==> config.mk <==
export PLATFORM = sky130hd
export DESIGN_NAME = adder_operand_sequencer_flat
export DESIGN_NICKNAME = d
export VERILOG_FILES = /design/src/rtl/adder_operand_sequencer_if.sv /design/src/rtl/adder_operand_sequencer.sv /design/src/flat_wrapper.sv
export SDC_FILE = /design/constraint.sdc
export NUM_CORES = 1
export LEC_CHECK = 0
export CAP_MARGIN = 40
export CORE_ASPECT_RATIO = 0.7
export CORE_MARGIN = 4
export CORE_UTILIZATION = 48
export CTS_BUF_LIST = sky130_fd_sc_hd__clkbuf_8 sky130_fd_sc_hd__clkbuf_16
export DETAILED_ROUTE_END_ITERATION = 16
export GPL_TIMING_DRIVEN = 0
export PLACE_DENSITY = 0.86
export SLEW_MARGIN = 25
export SYNTH_ARGS = -nofsm -noshare
export SYNTH_HDL_FRONTEND = slang
export SYNTH_SLANG_ARGS = --single-unit
==> constraint.sdc <==
create_clock -name clk -period 2.4 [get_ports clk]
set_clock_uncertainty 0.1 [all_clocks]
set_input_delay 0.24 -clock clk [delete_from_list [all_inputs] [get_ports clk]]
set_output_delay 0.24 -clock clk [all_outputs]
set_load 0.05 [all_outputs]
==> src/rtl/adder_operand_sequencer_if.sv <==
// Operand stream, adder drive/return and result stream of the adder operand sequencer.
interface adder_operand_sequencer_if #(
  parameter int unsigned WIDTH = 4
) ();
  logic [WIDTH-1:0] in_data;
  logic             in_valid;
  logic             in_ready;
  logic             accum;
  logic [WIDTH-1:0] add_a;
  logic [WIDTH-1:0] add_b;
  logic             add_cin;
  logic [WIDTH-1:0] add_s;
  logic [WIDTH-1:0] add_cout;
  logic [WIDTH-1:0] res_sum;
  logic             res_carry;
  logic             res_ovf;
  logic             res_valid;
  logic             res_ready;

  // Sequencer side
  modport master (
    input  in_data, in_valid, accum, add_s, add_cout, res_ready,
    output in_ready, add_a, add_b, add_cin, res_sum, res_carry, res_ovf, res_valid
  );

  // Producer / adder / consumer side
  modport slave (
    output in_data, in_valid, accum, add_s, add_cout, res_ready,
    input  in_ready, add_a, add_b, add_cin, res_sum, res_carry, res_ovf, res_valid
  );
endinterface

==> src/rtl/adder_operand_sequencer.sv <==
// Pairs streamed operands into A/B for an external ripple-carry adder, waits a
// programmable settle time, then captures sum/carry/overflow onto a result stream.
// Accumulate mode feeds the previous sum and carry back in as A and carry-in.
module adder_operand_sequencer #(
  parameter int unsigned WIDTH  = 4,
  parameter int unsigned SETTLE = 1
) (
  input logic                       clk,
  input logic                       reset,
  adder_operand_sequencer_if.master bus
);
  localparam int unsigned CNT_W = 4;
  localparam logic [CNT_W-1:0] CNT_LOAD = CNT_W'(SETTLE - 1);

  typedef enum logic [1:0] {
    S_IDLE   = 2'd0,
    S_WAIT_B = 2'd1,
    S_SETTLE = 2'd2,
    S_DONE   = 2'd3
  } state_t;

  state_t             state;
  logic [CNT_W-1:0]   cnt;
  logic [WIDTH-1:0]   add_a_q;
  logic [WIDTH-1:0]   add_b_q;
  logic               add_cin_q;
  logic [WIDTH-1:0]   res_sum_q;
  logic               res_carry_q;
  logic               res_ovf_q;
  logic               res_valid_q;
  logic               in_ready_q;
  logic               have_prev;
  logic [WIDTH-1:0]   prev_sum;
  logic               prev_carry;

  // Only the top two carry bits matter; the rest of the vector is intentionally unused.
  logic unused_cout;
  assign unused_cout = ^bus.add_cout;

  // Operand pairing, settle countdown, result capture and accumulate bookkeeping.
  always_ff @(posedge clk or posedge reset) begin
    if (reset) begin
      state       <= S_IDLE;
      cnt         <= '0;
      add_a_q     <= '0;
      add_b_q     <= '0;
      add_cin_q   <= 1'b0;
      res_sum_q   <= '0;
      res_carry_q <= 1'b0;
      res_ovf_q   <= 1'b0;
      res_valid_q <= 1'b0;
      in_ready_q  <= 1'b1;
      have_prev   <= 1'b0;
      prev_sum    <= '0;
      prev_carry  <= 1'b0;
    end else begin
      case (state)
        S_IDLE: begin
          if (bus.in_valid) begin
            if (bus.accum && have_prev) begin
              add_a_q    <= prev_sum;
              add_b_q    <= bus.in_data;
              add_cin_q  <= prev_carry;
              cnt        <= CNT_LOAD;
              in_ready_q <= 1'b0;
              state      <= S_SETTLE;
            end else begin
              add_a_q   <= bus.in_data;
              add_cin_q <= 1'b0;
              state     <= S_WAIT_B;
            end
          end
        end
        S_WAIT_B: begin
          if (bus.in_valid) begin
            add_b_q    <= bus.in_data;
            cnt        <= CNT_LOAD;
            in_ready_q <= 1'b0;
            state      <= S_SETTLE;
          end
        end
        S_SETTLE: begin
          if (cnt != '0) begin
            cnt <= cnt - CNT_W'(1);
          end else begin
            res_sum_q   <= bus.add_s;
            res_carry_q <= bus.add_cout[WIDTH-1];
            res_ovf_q   <= bus.add_cout[WIDTH-1] ^ bus.add_cout[WIDTH-2];
            res_valid_q <= 1'b1;
            state       <= S_DONE;
          end
        end
        S_DONE: begin
          if (bus.res_ready) begin
            prev_sum    <= res_sum_q;
            prev_carry  <= res_carry_q;
            have_prev   <= 1'b1;
            res_valid_q <= 1'b0;
            in_ready_q  <= 1'b1;
            state       <= S_IDLE;
          end
        end
        default: begin
          state <= S_IDLE;
        end
      endcase
    end
  end

  // Registered values onto the bus.
  assign bus.in_ready  = in_ready_q;
  assign bus.add_a     = add_a_q;
  assign bus.add_b     = add_b_q;
  assign bus.add_cin   = add_cin_q;
  assign bus.res_sum   = res_sum_q;
  assign bus.res_carry = res_carry_q;
  assign bus.res_ovf   = res_ovf_q;
  assign bus.res_valid = res_valid_q;
endmodule

==> src/flat_wrapper.sv <==
// flat-port wrapper written by rule: the top's interface ports become plain ports
module adder_operand_sequencer_flat 
#(
  parameter int unsigned WIDTH  = 4,
  parameter int unsigned SETTLE = 1
)
  (clk, reset, bus_in_data, bus_in_valid, bus_accum, bus_add_s, bus_add_cout, bus_res_ready, bus_in_ready, bus_add_a, bus_add_b, bus_add_cin, bus_res_sum, bus_res_carry, bus_res_ovf, bus_res_valid);
  adder_operand_sequencer_if #(.WIDTH(WIDTH)) bus_i ();
  input logic clk;
  input logic reset;
  input wire logic [$bits(bus_i.in_data)-1:0] bus_in_data;
  input wire logic [$bits(bus_i.in_valid)-1:0] bus_in_valid;
  input wire logic [$bits(bus_i.accum)-1:0] bus_accum;
  input wire logic [$bits(bus_i.add_s)-1:0] bus_add_s;
  input wire logic [$bits(bus_i.add_cout)-1:0] bus_add_cout;
  input wire logic [$bits(bus_i.res_ready)-1:0] bus_res_ready;
  output wire logic [$bits(bus_i.in_ready)-1:0] bus_in_ready;
  output wire logic [$bits(bus_i.add_a)-1:0] bus_add_a;
  output wire logic [$bits(bus_i.add_b)-1:0] bus_add_b;
  output wire logic [$bits(bus_i.add_cin)-1:0] bus_add_cin;
  output wire logic [$bits(bus_i.res_sum)-1:0] bus_res_sum;
  output wire logic [$bits(bus_i.res_carry)-1:0] bus_res_carry;
  output wire logic [$bits(bus_i.res_ovf)-1:0] bus_res_ovf;
  output wire logic [$bits(bus_i.res_valid)-1:0] bus_res_valid;
  assign bus_i.in_data = bus_in_data;
  assign bus_i.in_valid = bus_in_valid;
  assign bus_i.accum = bus_accum;
  assign bus_i.add_s = bus_add_s;
  assign bus_i.add_cout = bus_add_cout;
  assign bus_i.res_ready = bus_res_ready;
  assign bus_in_ready = bus_i.in_ready;
  assign bus_add_a = bus_i.add_a;
  assign bus_add_b = bus_i.add_b;
  assign bus_add_cin = bus_i.add_cin;
  assign bus_res_sum = bus_i.res_sum;
  assign bus_res_carry = bus_i.res_carry;
  assign bus_res_ovf = bus_i.res_ovf;
  assign bus_res_valid = bus_i.res_valid;
  adder_operand_sequencer #(.WIDTH(WIDTH), .SETTLE(SETTLE)) u_core (.clk(clk), .reset(reset), .bus(bus_i));
endmodule
== After elaboration in Yosys (flattened, before gate mapping) ==
Cells that the tools add are included.
Operators by class
  muxes and demuxes: 25
  bitwise gates (word level): 2
  equality and inequality tests: 9
  $add $sub $neg: 1
  reductions and logical operators: 15
Operator list (count)
  two-way mux 4 bit: 8
  one-hot mux 4 bit (3 select lines): 1
  two-way mux 2 bit: 5
  AND reduction 5 bit: 2
  != test 2 bit, second input constant: 4
  one-hot mux 2 bit (4 select lines): 1
  one-hot mux 4 bit (2 select lines): 1
  AND reduction 4 bit: 2
  two-way mux 1 bit: 7
  AND reduction 2 bit: 3
  nonzero test 3 bit: 2
  equality test 2 bit, second input constant: 2
  != test 2 x 1 -> 1 bit, second input constant: 2
  nonzero test 2 bit: 2
  nonzero test 4 bit: 1
  subtractor 4 x 1 -> 4 bit, second input constant: 1
  one-hot mux 1 bit (3 select lines): 1
  AND reduction 3 bit: 1
  equality test 2 x 1 -> 1 bit, second input constant: 1
  zero test 2 bit: 1
  one-hot mux 1 bit (2 select lines): 1
  logical AND 1 bit: 1
  NOT 1 bit: 1
  XOR 1 bit: 1
Storage, ports and cells
  input port bits: 17
  flip-flop bits (word level): 29
  word-level logic and storage cells: 65

== Logic depth before layout (Yosys ltp) ==
Gate-level depths: netlist of run 1.
  depth in word-level cells: 4
  mapped depth: 7
  mapped depth without buffers: 6

== Worst setup path before layout of run 1 ==
No wires, ideal clock.
  path type: register to register
  start point: register u_core.state[0]
  end point: register u_core.res_carry_q (netlist: u_core.bus.res_carry)
  cell stages (with the launch flop): 7
  path buffers: 2
  arrival: 1.495 ns
  slack: 0.680 ns
  library setup time: 0.125 ns
  path through: dfrtp_1 -> inv_1 -> ha_1 -> buf_2 -> nor3b_2 -> buf_4 -> mux2_2
Between the ends
  longest elaborated chain between the ends: 2
Ends and longest elaborated chain
  start: declaration: RTL line adder_operand_sequencer.sv:22  | state_t state;
  start signal: assignment: RTL line adder_operand_sequencer.sv:43  | state <= S_IDLE;
  start signal: assignment: RTL line adder_operand_sequencer.sv:66  | state <= S_SETTLE;
  start signal: assignment: RTL line adder_operand_sequencer.sv:70  | state <= S_WAIT_B;
  equality test 2 bit: RTL line adder_operand_sequencer.sv:57  | case (state)
  AND reduction 2 bit (no source line)
  end signal: assignment: RTL line adder_operand_sequencer.sv:87  | res_carry_q <= bus.add_cout[WIDTH-1];
  end: declaration: RTL line adder_operand_sequencer.sv:28  | logic res_carry_q;
Every way passes these cells.
A chain may end at the register's enable or synchronous reset.

== Final worst setup path of run 1 ==
Ends and elaborated chain as after synthesis.

==> flow_metrics.py, run 1 <==
metrics = {
    "run_status": {
        "status": "completed",
    },
    "timing": {
        "hold_viol": 0,
        "drv_slew": 0,
        "rsz0062_at_grt": "false",
        "max_slew_margin_pct": 65.9,
        "period_share_pct": 81.3,
        "tightest_slew_ps": 510,
        "setup_viol": 0,
        "fin_hold_ws_ps": 161,
        "timing.final.ws_setup_ps": 450,
        "fin_crit_ps": 1950,
        "fmax_mhz": 513,
        "fin_setup_tns_ps": 0,
    },
    "placed_design": {
        "place_ws_ps": 473,
        "place_congestion": 0.851,
        "port_buffers": 31,
        "dpl.hpwl_um": 2190,
    },
    "logic_synthesis": {
        "syn_area_um2": 1400,
        "synth.avg_cell_area_um2": 11.5,
        "netlist_instances": 122,
        "ys.flop_type": "dfrtp_1",
        "yosys_register_bits": 29,
        "ys_warn_count": 0,
        "ys_seq_area_share_pct": 52.0,
        "synthArstFlopShare_pct": 100,
        "synth_edf_count": 0,
        "post_synth_num_cell_types": 32,
        "synthesis.nets": 145,
    },
    "detailed_routing": {
        "dr_total_vias": 1030,
        "drtPass1Iterations": 4,
        "drt-vias-per-instance": 5.20,
        "drt-initial-drc-count": 69,
        "drc_errors": 0,
        "ant_nets": 0,
        "wl_um": 2930,
        "routedWlPerCell_um": 14.8,
    },
    "floorplanning": {
        "die_h_um": 53.1,
        "dieArea_um2": 3850,
        "start_util_pct": 50.2,
        "die_w_um": 72.5,
        "rows": 16,
        "pin_count": 34,
        "coreArea_um2": 2780,
    },
    "critical_path": {
        "worstRegToRegCells": 6,
        "cp-end-kind": "flop",
        "arrival_ps": 2010,
        "worstSetupPathType": "flop to flop",
        "path_max_fanout": 10,
        "required_ps": 2460,
        "worstSetupStartpointType": "flop",
    },
    "finish": {
        "diodes": 0,
        "drive_gt1_share_pct": 19.8,
        "area_growth_syn_to_layout_pct": 32.4,
        "finalNetCount": 184,
        "n_fill_cell": 201,
    },
    "clocking": {
        "cts_root_buffer": "clkbuf_8",
        "cts_setup_buffers": 0,
        "clk_path_buf_depth": 2,
        "clkSinkCount": 29,
        "insertion_delay_ps": 280,
        "cts_resized": 0,
        "clk_pin_slew_worst_paths_ps": 60,
        "cts_buffers": 5,
        "htreeDepth": 2,
        "postCtsHoldBufs": 0,
        "cts_tree": "built",
    },
    "global_routing": {
        "antenna_found_initial": 0,
        "grt_pass1_wl_um": 4890,
        "grt_usage_pct": 17.4,
        "grt_pass1_vias": 1061,
        "grt_max_degree": 20,
        "overflow": 0,
    },
    "power_and_ir_drop": {
        "powerDensity_nw_per_um2": 1540,
        "p_leak_nw": 0.813,
        "peakVddDrop_v": 0.000850,
    },
    "worst_hold_path": {
        "hold_class": "input pin to async pin",
    },
    "run": {
        "drv_cap": 0,
    },
}
-- sequential cells by signal, summed over array words and instances (netlist names) --
register and cells:
u_core.bus.res_sum 4, u_core.bus.in_ready 1, u_core.state 2, u_core.have_prev 1, u_core.cnt 4, u_core.bus.add_a 4
u_core.bus.res_carry 1, u_core.bus.add_cin 1, u_core.prev_carry 1, u_core.bus.res_valid 1, u_core.prev_sum 4, u_core.bus.add_b 4
u_core.bus.res_ovf 1
-- path summary, 6_finish.rpt --
kind | slack, ps | start | end
max in group asynchronous | 1490 | reset | u_core.bus.in_ready
hold reg to reg | 380 | u_core.bus.add_a[3] | u_core.bus.add_a[3]
setup reg to reg | 450 | u_core.state[0] | u_core.bus.res_carry
min in group clk | 380 | u_core.bus.add_a[3] | u_core.bus.add_a[3]
setup / recovery | 450 | u_core.state[0] | u_core.bus.res_carry
hold / removal | 160 | reset | u_core.bus.res_sum[2]
-- kinds of logic after synthesis --
logic type | after synthesis | synth area share, %
DFF | 29 | 52.0
and+or+nand+nor | 27 | 11.0
AOI/OAI and AO/OA | 25 | 10.7
muxes | 21 | 16.4
buffers and inverters | 13 | 3.85
adders and majority gates | 6 | 5.37
xor gates and xnor gates | 1 | 0.627
-- where the power goes --
group | leakage [nW] | internal (W) | switching, W
sequential | 0.351 | 0.000724 | 0.000143
combinational | 0.413 | 0.000646 | 0.000961
clock | 0.0491 | 0.000196 | 0.000178
-- area by class of cell --
class / count / area, µm² / area share (%)
Buffer: 3 / 16.3 / 0.879
Clock buffer: 5 / 68.8 / 3.72
Clock inverter: 3 / 13.8 / 0.744
Inverter: 10 / 37.5 / 2.03
Multi-Input combinational cell: 80 / 617 / 33.3
Sequential cell: 29 / 727 / 39.3
Tap cell: 36 / 45.0 / 2.43
Timing Repair Buffer: 32 / 325 / 17.6
-- critical path: stages (launching register included) --
cell and delay (ps):
dfrtp_1 400, inv_1 130, ha_1 180, buf_2 220, nor3b_2 240, buf_4 220
mux2_2 340
-- synthesized netlist by cell type, types with 2 or more instances --
cell,n,area [µm²]
o21ai_0,12,60.1
inv_1,10,37.5
o21ai_1,2,10.0
nor2_1,6,22.5
nand3_1,2,10.0
nand2_1,9,33.8
nand2b_1,2,12.5
o31ai_1,2,15.0
mux2i_1,6,60.1
mux2_2,15,169
ha_1,6,75.1
dfrtp_1,28,701
a21oi_1,2,10.0
a31oi_1,2,12.5
-- placed cells by master (no fill, tap or decap), drive strengths merged, types with 2 or more instances in the layout --
cell           synthesis  layout
mux2                  15      15
buf                    2       3
nor2                   6       6
clkbuf                 1       6
mux2i                  6       6
clkdlybuf4s50          0      31
o31ai                  2       2
a31oi                  2       2
o21ai                 14      14
a21oi                  2       2
nor3                   2       2
inv                   10      11
nand3                  2       2
ha                     6       6
clkinv                 0       2
nand2b                 3       3
dfrtp                 28      28
nand2                 10      10
-- per-layer routing --
layer / track usage (%) / up-vias / part of all wire (%)
li1: - / 496 / -
met1: 21.4 / 507 / 45
met2: 28.7 / 21 / 49
met3: 5.50 / 6 / 4.4
met4: 6.44 / 0 / 1.6
met5: 0 / - / 0
-- stage by stage --
step | instance area (µm²) | total power, W | utilization, % | instances
finish | 1850 | 0.00285 | 66.5 | 198
global route | 1850 | 0.00303 | 66.5 | 198
CTS | 1850 | 0.00287 | 66.5 | 198
detailed placement | 1770 | 0.00248 | 63.5 | 190
global placement | 1750 | 0.00242 | 63.0 | 189
floorplan | 1400 | 0.00200 | - | 122
No activity file was read; power rests on OpenSTA's default activity.
==> run 2, diff against run 1 <==
--- a/config.mk
+++ b/config.mk
@@ -8,11 +8,11 @@
 export CAP_MARGIN = 40
 export CORE_ASPECT_RATIO = 0.7
 export CORE_MARGIN = 4
-export CORE_UTILIZATION = 48
+export CORE_UTILIZATION = 44
 export CTS_BUF_LIST = sky130_fd_sc_hd__clkbuf_8 sky130_fd_sc_hd__clkbuf_16
 export DETAILED_ROUTE_END_ITERATION = 16
 export GPL_TIMING_DRIVEN = 0
-export PLACE_DENSITY = 0.86
+export PLACE_DENSITY = 0.83
 export SLEW_MARGIN = 25
 export SYNTH_ARGS = -nofsm -noshare
 export SYNTH_HDL_FRONTEND = slang
==> constraint.sdc (replaced) <==
create_clock -name clk -period 1.6 [get_ports clk]
set_clock_uncertainty 0.1 [all_clocks]
set_input_delay 0.16 -clock clk [delete_from_list [all_inputs] [get_ports clk]]
set_output_delay 0.16 -clock clk [all_outputs]
set_load 0.05 [all_outputs]
==> flow_metrics.py, run 2 (synthesis results as in run 1) <==
metrics = {
    "finish": {
        "final_common_cell": "dfrtp_1",
        "finalNetCount": 197,
        "stdcell_count": 211,
        "drive_gt1_share_pct": 37.1,
        "area_growth_syn_to_layout_pct": 47.1,
        "diodes": 0,
        "fin_area_um2": 2060,
        "final_cell_mix": "dfrtp_1 (27), dlygate4sd2_1 (16), clkdlybuf4s50_1 (14)",
    },
    "critical_path": {
        "crit_path_top_delay_cell": "dfrtp_1",
        "slowest_delay_ps": 410,
        "worstSetupStartpointType": "flop",
        "required_ps": 1700,
        "path_max_fanout": 6,
        "worstSetupPathType": "flop to flop",
        "arrival_ps": 1830,
        "cp-end-kind": "flop",
        "crit_chain": "inv_2 > ha_4 > buf_4 > mux2i_1 > o22a_2 > or2_4 > o21bai_1",
    },
    "clocking": {
        "cts_root_buffer": "clkbuf_8",
        "insertion_delay_ps": 290,
        "postCtsHoldBufs": 0,
        "clk_pin_slew_worst_paths_ps": 60,
        "htreeDepth": 2,
        "clk_path_buf_depth": 2,
        "cts_buffers": 5,
        "clkSinkCount": 29,
        "cts_tree": "built",
    },
    "timing": {
        "hold_viol": 0,
        "max_slew_margin_pct": 59.8,
        "timing.final.ws_setup_ps": -129,
        "fmax_mhz": 578,
        "drv_slew": 0,
        "fin_crit_ps": 1730,
        "setup_viol": 12,
        "period_share_pct": 108,
        "tightest_slew_ps": 602,
        "rsz0062_at_grt": "true",
    },
    "detailed_routing": {
        "drt-initial-drc-count": 36,
        "wl_um": 3400,
        "ant_nets": 0,
        "drc_errors": 0,
        "routedWlPerCell_um": 16.1,
        "drt-vias-per-instance": 5.22,
        "dr_total_vias": 1102,
        "drtPass1Iterations": 4,
    },
    "global_routing": {
        "grt_pass1_wl_um": 5200,
        "grt_usage_pct": 17.5,
        "grt_max_degree": 30,
        "grt_pass1_vias": 1102,
        "overflow": 0,
        "antenna_found_initial": 0,
    },
    "power_and_ir_drop": {
        "p_total_w": 0.00483,
        "powerDensity_nw_per_um2": 2350,
        "p_leak_nw": 0.947,
        "peakVddDrop_v": 0.00155,
    },
    "placed_design": {
        "place_congestion": 0.758,
        "placed_area_um2": 1800,
        "port_buffers": 31,
        "dp_cells": 189,
        "dpl.hpwl_um": 2290,
    },
    "floorplanning": {
        "dieArea_um2": 4160,
        "start_util_pct": 47.8,
        "die_w_um": 75.4,
        "rows": 16,
        "pin_count": 34,
        "coreArea_um2": 2920,
        "die_h_um": 55.2,
    },
    "worst_hold_path": {
        "hold_class": "input pin to async pin",
    },
    "run": {
        "drv_cap": 0,
    },
    "run_status": {
        "violations": "negative setup slack",
        "status": "finished, violations left",
    },
}
[run 2: changes by cell type in the layout (fill, tap and decap cells not counted), sizes merged]
cell | previous run | this run
buf | 3 | 16
clkbuf | 6 | 7
clkdlybuf4s50 | 31 | 14
dlygate4sd2 | 0 | 16
[run 2: timing repair]
item	in CTS	in global routing
setup buffers	6	8
setup endpoints to repair	32	21
hold endpoints to repair	0	0
pin swaps	2	4
resized for setup	32	18
[run 2: layout make-up]
cell class | count | area (µm²)
clock inverter | 3 | 13.8
inverter | 10 | 40.0
buffer | 3 | 27.5
fill | 199 | 867
timing repair buffer | 45 | 394
sequential | 29 | 728
tap | 36 | 45.0
clock buffer | 5 | 68.8
multi-input combinational | 80 | 738
[run 2: worst max-delay path, delay by kind of cell (launching register included)]
| kind | cells | cell delay, ps |
|---|---|---|
| multiplexers | 1 | 60 |
| buffers and inverters | 2 | 230 |
| AND/OR/NAND/NOR | 1 | 270 |
| flip-flops | 1 | 410 |
| AO/OA/AOI/OAI | 2 | 430 |
| adder cells (fa/ha/maj) | 1 | 150 |
[run 2: routing by layer]
| metal | global-route usage [%] | vias to the layer above | share of wire (%) |
|---|---|---|---|
| li1 | - | 523 | - |
| met1 | 21.2 | 545 | 44 |
| met2 | 28.2 | 26 | 48 |
| met3 | 7.22 | 8 | 6.7 |
| met4 | 6.40 | 0 | 1.3 |
| met5 | 0 | - | 0 |
[run 2: worst paths after layout]
path | start | end | slack [ps] | cells after the start
min in group clk | u_core.bus.add_a[1] | u_core.bus.add_a[1] | 390 | 2
setup reg to reg | u_core.state[0] | u_core.cnt[3] | -130 | 7
hold / removal | reset | u_core.cnt[1] | 160 | 2
max in group asynchronous | reset | u_core.state[1] | 810 | 2
setup / recovery | u_core.state[0] | u_core.cnt[3] | -130 | 7
hold reg to reg | u_core.bus.add_a[1] | u_core.bus.add_a[1] | 390 | 2
[run 2: power breakdown]
group          internal, W  switching [W]  leakage (nW)
logic              0.00125        0.00167         0.547
clock network     0.000294       0.000286        0.0491
registers          0.00109       0.000247         0.350
total              0.00263        0.00220         0.947
[run 2: through the flow]
step                      TNS, ps  util (%)  hold WS, ps  setup WS [ps]
after floorplan             -34.3         -          137          -6.86
after global routing        -2310      70.3          219           -243
after global placement       -762      61.6          364          -86.1
final                       -1190      70.3          162           -129
after CTS                    -957      66.6          180           -128
after detailed placement    -1680      61.6          378           -141
